## src/rtl/rotate_halfword_mask_imm_pipe_if.sv

```systemverilog
// Handshake bus for the halfword right-shift immediate pipe: issue side (in_*)
// and writeback side (out_*) grouped in one bundle.
interface rotate_halfword_mask_imm_pipe_if;
    logic         in_valid;
    logic         in_ready;
    logic         in_alg;
    logic [6:0]   in_imm7;
    logic [127:0] in_ra;
    logic [6:0]   in_rt_addr;
    logic         out_valid;
    logic         out_ready;
    logic [127:0] out_rt;
    logic [6:0]   out_rt_addr;

    modport master (
        output in_valid, in_alg, in_imm7, in_ra, in_rt_addr, out_ready,
        input  in_ready, out_valid, out_rt, out_rt_addr
    );

    modport slave (
        input  in_valid, in_alg, in_imm7, in_ra, in_rt_addr, out_ready,
        output in_ready, out_valid, out_rt, out_rt_addr
    );
endinterface

```

## src/rtl/rotate_halfword_mask_imm_pipe.sv

```systemverilog
// Two-stage elastic pipe for rothmi / rotmahi: S1 does the coarse (16/8) shift,
// S2 the fine (0-7) shift, independently on each of the eight halfwords.
module rotate_halfword_mask_imm_pipe (
    input  logic                                  clk,
    input  logic                                  rst,
    rotate_halfword_mask_imm_pipe_if.slave        bus_if
);
    localparam int unsigned HW_W   = 16;
    localparam int unsigned NUM_HW = 8;
    localparam int unsigned DATA_W = HW_W * NUM_HW;
    localparam int unsigned IMM_W  = 7;
    localparam int unsigned ADDR_W = 7;
    localparam int unsigned CNT_W  = 5;
    localparam int unsigned FINE_W = 3;

    // sel[1]: count >= 16 saturates to the fill pattern; sel[0]: shift by 8.
    function automatic logic [HW_W-1:0] coarse_shift(input logic [HW_W-1:0] hw,
                                                     input logic            alg,
                                                     input logic [1:0]      sel);
        logic [HW_W-1:0] fill;
        fill = alg ? {HW_W{hw[HW_W-1]}} : '0;
        if (sel[1])
            return fill;
        else if (sel[0])
            return {fill[7:0], hw[HW_W-1:8]};
        else
            return hw;
    endfunction

    // Signed intermediate keeps >>> arithmetic regardless of the caller's context.
    function automatic logic [HW_W-1:0] fine_shift(input logic [HW_W-1:0]   hw,
                                                   input logic              alg,
                                                   input logic [FINE_W-1:0] sh);
        logic signed [HW_W-1:0] s_hw;
        logic signed [HW_W-1:0] s_res;
        s_hw  = $signed(hw);
        s_res = s_hw >>> sh;
        if (alg)
            return s_res;
        else
            return hw >> sh;
    endfunction

    logic              s1_valid_q;
    logic              s1_alg_q;
    logic [FINE_W-1:0] s1_fine_q;
    logic [DATA_W-1:0] s1_data_q;
    logic [ADDR_W-1:0] s1_addr_q;
    logic              s2_valid_q;
    logic [DATA_W-1:0] out_rt_q;
    logic [ADDR_W-1:0] out_rt_addr_q;

    logic              s1_adv_c;
    logic              s2_adv_c;
    logic              s1_load_c;
    logic              s2_load_c;
    logic [CNT_W-1:0]  cnt_c;
    logic [DATA_W-1:0] s1_data_d;
    logic [DATA_W-1:0] out_rt_d;

    assign s2_adv_c  = !s2_valid_q || bus_if.out_ready;
    assign s1_adv_c  = !s1_valid_q || s2_adv_c;
    assign s1_load_c = bus_if.in_valid && s1_adv_c;
    assign s2_load_c = s1_valid_q && s2_adv_c;

    // Low five bits of the negated immediate equal those of the negated sext16.
    assign cnt_c = CNT_W'(IMM_W'(0) - bus_if.in_imm7);

    always_comb begin
        s1_data_d = '0;
        for (int h = 0; h < NUM_HW; h++)
            s1_data_d[h*HW_W +: HW_W] = coarse_shift(bus_if.in_ra[h*HW_W +: HW_W],
                                                     bus_if.in_alg, cnt_c[4:3]);
    end

    always_comb begin
        out_rt_d = '0;
        for (int h = 0; h < NUM_HW; h++)
            out_rt_d[h*HW_W +: HW_W] = fine_shift(s1_data_q[h*HW_W +: HW_W],
                                                  s1_alg_q, s1_fine_q);
    end

    always_ff @(posedge clk or posedge rst) begin
        if (rst) begin
            s1_valid_q    <= 1'b0;
            s1_alg_q      <= 1'b0;
            s1_fine_q     <= '0;
            s1_data_q     <= '0;
            s1_addr_q     <= '0;
            s2_valid_q    <= 1'b0;
            out_rt_q      <= '0;
            out_rt_addr_q <= '0;
        end else begin
            if (s1_adv_c)
                s1_valid_q <= bus_if.in_valid;
            if (s1_load_c) begin
                s1_alg_q  <= bus_if.in_alg;
                s1_fine_q <= cnt_c[FINE_W-1:0];
                s1_data_q <= s1_data_d;
                s1_addr_q <= bus_if.in_rt_addr;
            end
            if (s2_adv_c)
                s2_valid_q <= s1_valid_q;
            if (s2_load_c) begin
                out_rt_q      <= out_rt_d;
                out_rt_addr_q <= s1_addr_q;
            end
        end
    end

    assign bus_if.in_ready    = s1_adv_c;
    assign bus_if.out_valid   = s2_valid_q;
    assign bus_if.out_rt      = out_rt_q;
    assign bus_if.out_rt_addr = out_rt_addr_q;
endmodule

```

## src/flat_wrapper.sv

```systemverilog
// flat-port wrapper written by rule: the top's interface ports become plain ports
module rotate_halfword_mask_imm_pipe_flat 
  (clk, rst, bus_if_in_valid, bus_if_in_alg, bus_if_in_imm7, bus_if_in_ra, bus_if_in_rt_addr, bus_if_out_ready, bus_if_in_ready, bus_if_out_valid, bus_if_out_rt, bus_if_out_rt_addr);
  rotate_halfword_mask_imm_pipe_if bus_if_i ();
  input  logic clk;
  input  logic rst;
  input wire logic [$bits(bus_if_i.in_valid)-1:0] bus_if_in_valid;
  input wire logic [$bits(bus_if_i.in_alg)-1:0] bus_if_in_alg;
  input wire logic [$bits(bus_if_i.in_imm7)-1:0] bus_if_in_imm7;
  input wire logic [$bits(bus_if_i.in_ra)-1:0] bus_if_in_ra;
  input wire logic [$bits(bus_if_i.in_rt_addr)-1:0] bus_if_in_rt_addr;
  input wire logic [$bits(bus_if_i.out_ready)-1:0] bus_if_out_ready;
  output wire logic [$bits(bus_if_i.in_ready)-1:0] bus_if_in_ready;
  output wire logic [$bits(bus_if_i.out_valid)-1:0] bus_if_out_valid;
  output wire logic [$bits(bus_if_i.out_rt)-1:0] bus_if_out_rt;
  output wire logic [$bits(bus_if_i.out_rt_addr)-1:0] bus_if_out_rt_addr;
  assign bus_if_i.in_valid = bus_if_in_valid;
  assign bus_if_i.in_alg = bus_if_in_alg;
  assign bus_if_i.in_imm7 = bus_if_in_imm7;
  assign bus_if_i.in_ra = bus_if_in_ra;
  assign bus_if_i.in_rt_addr = bus_if_in_rt_addr;
  assign bus_if_i.out_ready = bus_if_out_ready;
  assign bus_if_in_ready = bus_if_i.in_ready;
  assign bus_if_out_valid = bus_if_i.out_valid;
  assign bus_if_out_rt = bus_if_i.out_rt;
  assign bus_if_out_rt_addr = bus_if_i.out_rt_addr;
  rotate_halfword_mask_imm_pipe u_core (.clk(clk), .rst(rst), .bus_if(bus_if_i));
endmodule
```

## config.mk

```make
export PLATFORM = sky130hd
export DESIGN_NAME = rotate_halfword_mask_imm_pipe_flat
export DESIGN_NICKNAME = d
export VERILOG_FILES = /design/src/rtl/rotate_halfword_mask_imm_pipe_if.sv /design/src/rtl/rotate_halfword_mask_imm_pipe.sv /design/src/flat_wrapper.sv
export SDC_FILE = /design/constraint.sdc
export NUM_CORES = 1
export LEC_CHECK = 0
export ABC_CLOCK_PERIOD_IN_PS = 9500
export CAP_MARGIN = 10
export CELL_PAD_IN_SITES_DETAIL_PLACEMENT = 1
export CELL_PAD_IN_SITES_GLOBAL_PLACEMENT = 2
export CORE_MARGIN = 2
export CORE_UTILIZATION = 30
export CTS_CLUSTER_DIAMETER = 150
export DETAILED_ROUTE_END_ITERATION = 10
export PLACE_DENSITY = 0.88
export SLEW_MARGIN = 10
export SYNTH_ARGS = -nofsm -noshare
export SYNTH_HDL_FRONTEND = slang
export SYNTH_SLANG_ARGS = --single-unit
```

## constraint.sdc

```tcl
create_clock -name clk -period 9.5 [get_ports clk]
set_clock_uncertainty 0.15 [all_clocks]
set_input_delay 2.375 -clock clk [delete_from_list [all_inputs] [get_ports clk]]
set_output_delay 2.375 -clock clk [all_outputs]
set_load 0.005 [all_outputs]
```

==> results.toml <==
[run_status]
outcome = "finished clean"

[yosys]
synth_area_leader_cell = "dfrtp_1"
postSynthRegisterBits = 276
dominantRegCellSynth = "dfrtp_1"
postSynth.asyncResetShare = 1.00
synth.area.top_cells = "dfrtp_1 45%, mux4_2 8.8%, mux2i_1 8.4%"
mappedNetlistNets = 1673
post_synth.cell_area_avg_um2 = 10.0
synth_sequential_area_ratio = 0.451
post-synth-top-area-fraction = 0.451
netlist_area_um2 = 15300
number_of_enable_type_register_cells_in_the_synthesized_netlist = 0
netlist-cell-type-count = 52
yosys_warnings = 0
synthesis.instances = 1525

[clocking]
clk_path_buf_depth = 3
ctsRootBufferMaster = "clkbuf_16"
hold_buffer_count_at_cts = 0
numCtsBuffers = 31
cts_tree = "yes"
htree_num_levels = 1
worstSkewPairLatency_ps = 590
post-cts-setup-buffers = 0
clock_slew_at_reported_path_ffs_ps = 60
clock_sink_count = 276
ctsResizeCount = 0

[timing]
layout_worst_path_cycle_share = 0.652
timing.setup.tns_ps = 0
tightest_slew_ps = 1290
layout_min_cycle_time_ps = 6190
final_critical_path_setup_slack_ps = 3310
fmax_mhz = 161
finalHoldViolations = 0
setup_repair_after_global_routing_missed_its_margin = "no"
final-setup-viol-count = 0
whs_ps = 321
timing_max_transition_violations_final = 0
relSlewSlack = 0.138

[worst_setup_path]
cp_data_required_time_ps = 6980
crit_family = "buffers and inverters"
worstPathMaxFanout = 5
critical_path.startpoint_type = "input port"
timing.critical_path.arrival_ps = 3670
cp_cell_sequence = "clkdlybuf4s50_1 > nand3b_1 > clkdlybuf4s50_1"
critical-path-top-cell-by-count = "clkdlybuf4s50_1"
path_class = "in -> out"
worst_path_largest_cell_delay_ps = 560
crit_buf_inv = 2
crit_path_top_delay_cell = "clkdlybuf4s50_1"
worst_setup_path_end_kind = "primary output"

[pwr]
design_power_total_mw = 4.38
pwr_density_cell_nw_per_um2 = 224
power.leakage_nw = 7.96
vdd_drop_max_mv = 0.116

[cells_and_area]
final_cell_mix = "281 x clkdlybuf4s50_1, 274 x dfrtp_1, 267 x nand2_1, 129 x mux2i_1, 115 x o21ai_0"
stdcell_area_um2 = 19500
antenna-diode-count = 0
finish.cell_count_without_fillers = 2412
drive_above_1_share = 0.0931
num-nets-final = 1863
syn_to_final_growth_pct = 27.5
utilization = 0.389
layout_commonest_cell = "clkdlybuf4s50_1"

[global_routing]
largest_net_degree_at_the_start_of_global_routing = 127
grt-ovfl-total = 0
first_pass_grt_wire_length_um = 89800
grt_pass1_vias = 13800
grt_antenna_before_repair = 0
global_route.usage.total = 0.218

[detailed_routing]
postRouteAntennaNets = 0
first_iter_violations = 1230
totalWireLength_um = 58700
detail_route.vias_per_cell = 5.56
drc = 0
first_pass_iters = 5
num_vias = 13400
drt-wirelength-per-cell_um = 24.3

[floorplanning]
io-pin-count = 284
design.die.area_um2 = 52900
floorplan.rows = 82
core_area_um2 = 50300
floorplan.initialDensity = 0.305
floorplan.die.width_um = 230
die_ht_um = 230

[placed_design]
detailedPlacementHpwl_um = 43800
gp_congestion = 0.858
placedCellCount = 2354
detailed_place.area_um2 = 18500
numPortBuffers = 281
place_worst_setup_slack_ps = 3290

[run]
drv_cap = 0

[hold_path]
holdCritPathClass = "reg -> reg"
## routing by layer
metal / GRT usage / share of wire / vias up
met5: 0 / 0 / -
met4: 0.0448 / 0.017 / 0
met3: 0.0363 / 0.066 / 57
met2: 0.324 / 0.43 / 499
met1: 0.333 / 0.49 / 6833
li1: - / - / 6029
## power by group
group	switching (mW)	internal [mW]
sequential	0.297	1.44
combinational	0.697	0.741
clock	0.505	0.703
## state kept, by name (all words and copies together) (netlist names)
name                       cells
u_core.s1_valid_q              1
u_core.bus_if.out_rt_addr      7
u_core.bus_if.out_valid        1
u_core.s1_data_q             128
u_core.s1_alg_q                1
u_core.s1_fine_q               3
u_core.s1_addr_q               7
u_core.bus_if.out_rt         128
## synth_stat cells (23+ instances only)
cell      number
dfrtp_1      276
nand2_1      269
mux2i_1      129
o21ai_0      115
clkbuf_1      94
nor2_1        82
a21oi_1       74
o211ai_1      66
mux4_2        60
a221o_1       38
a211oi_1      30
buf_2         28
nor2b_1       27
mux2_2        24
a221oi_1      23
## cell families (layout without fill, tap and decap cells)
logic type	count (synthesis)	after routing	synth area share
and+or+nand+nor	426	426	0.117
buffers and inverters	164	379	0.0459
DFF	276	276	0.451
muxes	213	213	0.190
AOI/OAI and AO/OA	442	442	0.193
adders and majority gates	1	1	0.000817
xor gates and xnor gates	3	3	0.00172
## worst register-to-register path, stage by stage, from the launching register on
cell	delay, ps
dfrtp_1	320
buf_4	590
clkinv_1	770
buf_4	510
nor2_2	670
buf_4	360
a221o_1	200
## path summary, 6_finish.rpt
| path | start | endpoint | slack [ps] | depth (start not counted) |
|---|---|---|---|---|
| max in group asynchronous | rst | u_core.s1_fine_q[0]$_DFFE_PP0P_ | 5420 | 3 |
| min in group asynchronous | rst | u_core.bus_if.out_rt[16]$_DFFE_PP0P_ | 2220 | 2 |
| hold reg to reg | u_core.bus_if.out_rt_addr[6]$_DFFE_PP0P_ | u_core.bus_if.out_rt_addr[6]$_DFFE_PP0P_ | 320 | 2 |
| setup reg to reg | u_core.s1_fine_q[2]$_DFFE_PP0P_ | u_core.bus_if.out_rt[22]$_DFFE_PP0P_ | 5860 | 6 |
| hold / removal | u_core.bus_if.out_rt_addr[6]$_DFFE_PP0P_ | u_core.bus_if.out_rt_addr[6]$_DFFE_PP0P_ | 320 | 2 |
| setup / recovery | bus_if_out_ready | bus_if_in_ready | 3310 | 3 |
## area by class of cell
class	count	area, µm²
Fill cell	5667	30700
Multi-Input combinational cell	1085	7730
Sequential cell	276	6910
Timing Repair Buffer	298	2950
Clock buffer	50	907
Tap cell	672	841
Clock inverter	8	93.8
Inverter	23	90.1
(Power assumes the default switching activity.)
==> edit (same settings) <==
Reset style: synchronous (`rst`), changed in one clocked block.
--- a/src/rtl/rotate_halfword_mask_imm_pipe.sv
+++ b/src/rtl/rotate_halfword_mask_imm_pipe.sv
@@ -80,7 +80,7 @@
                                                   s1_alg_q, s1_fine_q);
     end
 
-    always_ff @(posedge clk or posedge rst) begin
+    always_ff @(posedge clk) begin
         if (rst) begin
             s1_valid_q    <= 1'b0;
             s1_alg_q      <= 1'b0;
Behaviour: differs if rst is asserted again (counterexample within 4 cycles, from zero or initial values and one cycle with rst high); with rst held inactive, the same outputs for 4 cycles.
==> edit against the original RTL <==
- global-route usage is 0.060 points lower
- sequential cell count stayed put
- worst setup slack worse by 0.018 ns
- highest routed layer is now met5
- final area is 4.3% lower
- sequential share of layout area is 5.8 points lower
- routed wire length is 6.4% lower
- fmax is 0.30% lower
- die area is 5.6% lower
- area after synthesis is 5.7% lower
Power is not compared: it rests on default switching activity, and its combinational part moved more than twofold at a synthesized area within 25%.
==> edit: results (changes against the original RTL) <==
* Post-Route WL at 54,900 um (was 58,700 um)
* R2r startpoint: u_core.s1_fine_q[1] (was u_core.s1_fine_q[2])
* Number of buffers created by CTS at 34 (was 31)
* Async set or reset register ratio after synthesis at 0 (was 1.00)
* Commonest cells post-synth: dfxtp_1, nor2_1, nand2_1 (was dfrtp_1, nand2_1, mux2i_1)
* Dpl cells at 2,364 (was 2,354)
* Hold endpoint: u_core.bus_if.out_rt_addr[4] (was u_core.bus_if.out_rt_addr[6])
* Via density at 5.64 (was 5.56)
* Tightest Pin Transition at 1.26 ns (was 1.29 ns)
* Global-route wire length before repair at 85,200 um (was 89,800 um)
* Net Count, Synth at 1,772 (was 1,673)
* Initial antenna violation count at 2 (was 0)
* Nets@finish at 1,933 (was 1,863)
* H-tree depth at 2 (was 1)
* HP Start: u_core.s1_addr_q[4] (was u_core.bus_if.out_rt_addr[6])
* Post-synthesis cell type count at 49 (was 52)
* Synth Area in Compound Gates at 0.227 (was 0.193)
* Seq/Total Area, Yosys at 0.383 (was 0.451)
* DR WL/cell at 22.6 um (was 24.3 um)
* Vias in the first global route at 14,200 (was 13,843)
* Mean post-synth cell area at 8.89 sq um (was 10.0 sq um)
* Pin count of the biggest net entering global routing at 129 (was 127)
* HPWL after DPL at 36,700 um (was 43,800 um)
* Worst R2R Path Depth at 5 (was 6)
* Synthesized-area fraction occupied by xor and xnor cells at 0.00295 (was 0.00172)
* Gr usage total at 0.218 (about the same)
* Initial drt markers at 883 (was 1,230)
* GPL Wtd Cong at 0.839 (was 0.858)
* Adder-cell area share of the yosys netlist at 0.000866 (was 0.000817)
* Main synth FF type: dfxtp_1 (was dfrtp_1)
* Reg-to-reg endpoint: u_core.bus_if.out_rt[63] (was u_core.bus_if.out_rt[22])
* Run status: finished, final reports clean (unchanged)
* Flop2flop setup slack at 5.96 ns (was 5.86 ns)
* Clk_lat worst skew at 0.54 ns (was 0.59 ns)
* Layout cells sized above 1 at 0.113 (was 0.0931)
* Data arrival, critical path at 3.69 ns (was 3.67 ns)
[edit: cell count changes after synthesis, moves of 58 or more]
cell,unedited run,this run
nand2_1,269,134
o21ai_0,115,12
dfxtp_1,0,276
o21ai_1,2,108
nor3_1,2,102
dfrtp_1,276,0
o22ai_1,17,85
mux2i_1,129,19
a211oi_1,30,94
and3_1,6,64
nor2_1,82,192
a21boi_0,5,64
[edit: metrics by stage]
step / hold slack (ns) / util / setup slack, ns
2_1_floorplan: 0.282 / - / 4.40
3_3_place_gp: 0.288 / 0.368 / 3.31
3_5_place_dp: 0.300 / 0.368 / 3.31
4_1_cts: 0.308 / 0.392 / 3.30
5_1_grt: 0.333 / 0.392 / 3.23
6_report: 0.308 / 0.392 / 3.29
[edit: layout make-up]
cell class | instances | area, sq um
clock inverter | 12 | 91.3
multi-input combinational | 1159 | 8220
tap | 615 | 769
sequential | 276 | 5530
inverter | 13 | 48.8
clock buffer | 48 | 1070
timing repair buffer | 301 | 2960
antenna | 1 | 2.50
fill | 5451 | 28900
[edit: layer usage]
metal  track usage  wire (um)  vias to the layer above
met5             0         12                        -
met4        0.0667       1570                        2
met3        0.0382       2980                       89
met2         0.371      26700                      416
met1         0.281      23700                     6784
li1              -          -                     6384
[edit: worst max-delay path: cells and delay by family]
kind | cells | cell delay [ns]
buffers and inverters | 2 | 1.05
and+or+nand+nor | 1 | 0.26
[edit: power breakdown]
part / internal (mW) / total, mW / switching [mW]
logic: 0.299 / 0.603 / 0.304
clock network: 0.811 / 1.34 / 0.533
registers: 1.24 / 1.32 / 0.0844
[edit: kinds of logic (layout without fill, tap and decap cells)]
group	count (synthesis)	in the layout
compound gates	516	516
simple gates	515	515
flops	276	276
buf+inv	189	374
mux	123	123
xor+xnor	4	4
fa+ha+maj	1	1
other cells	0	1
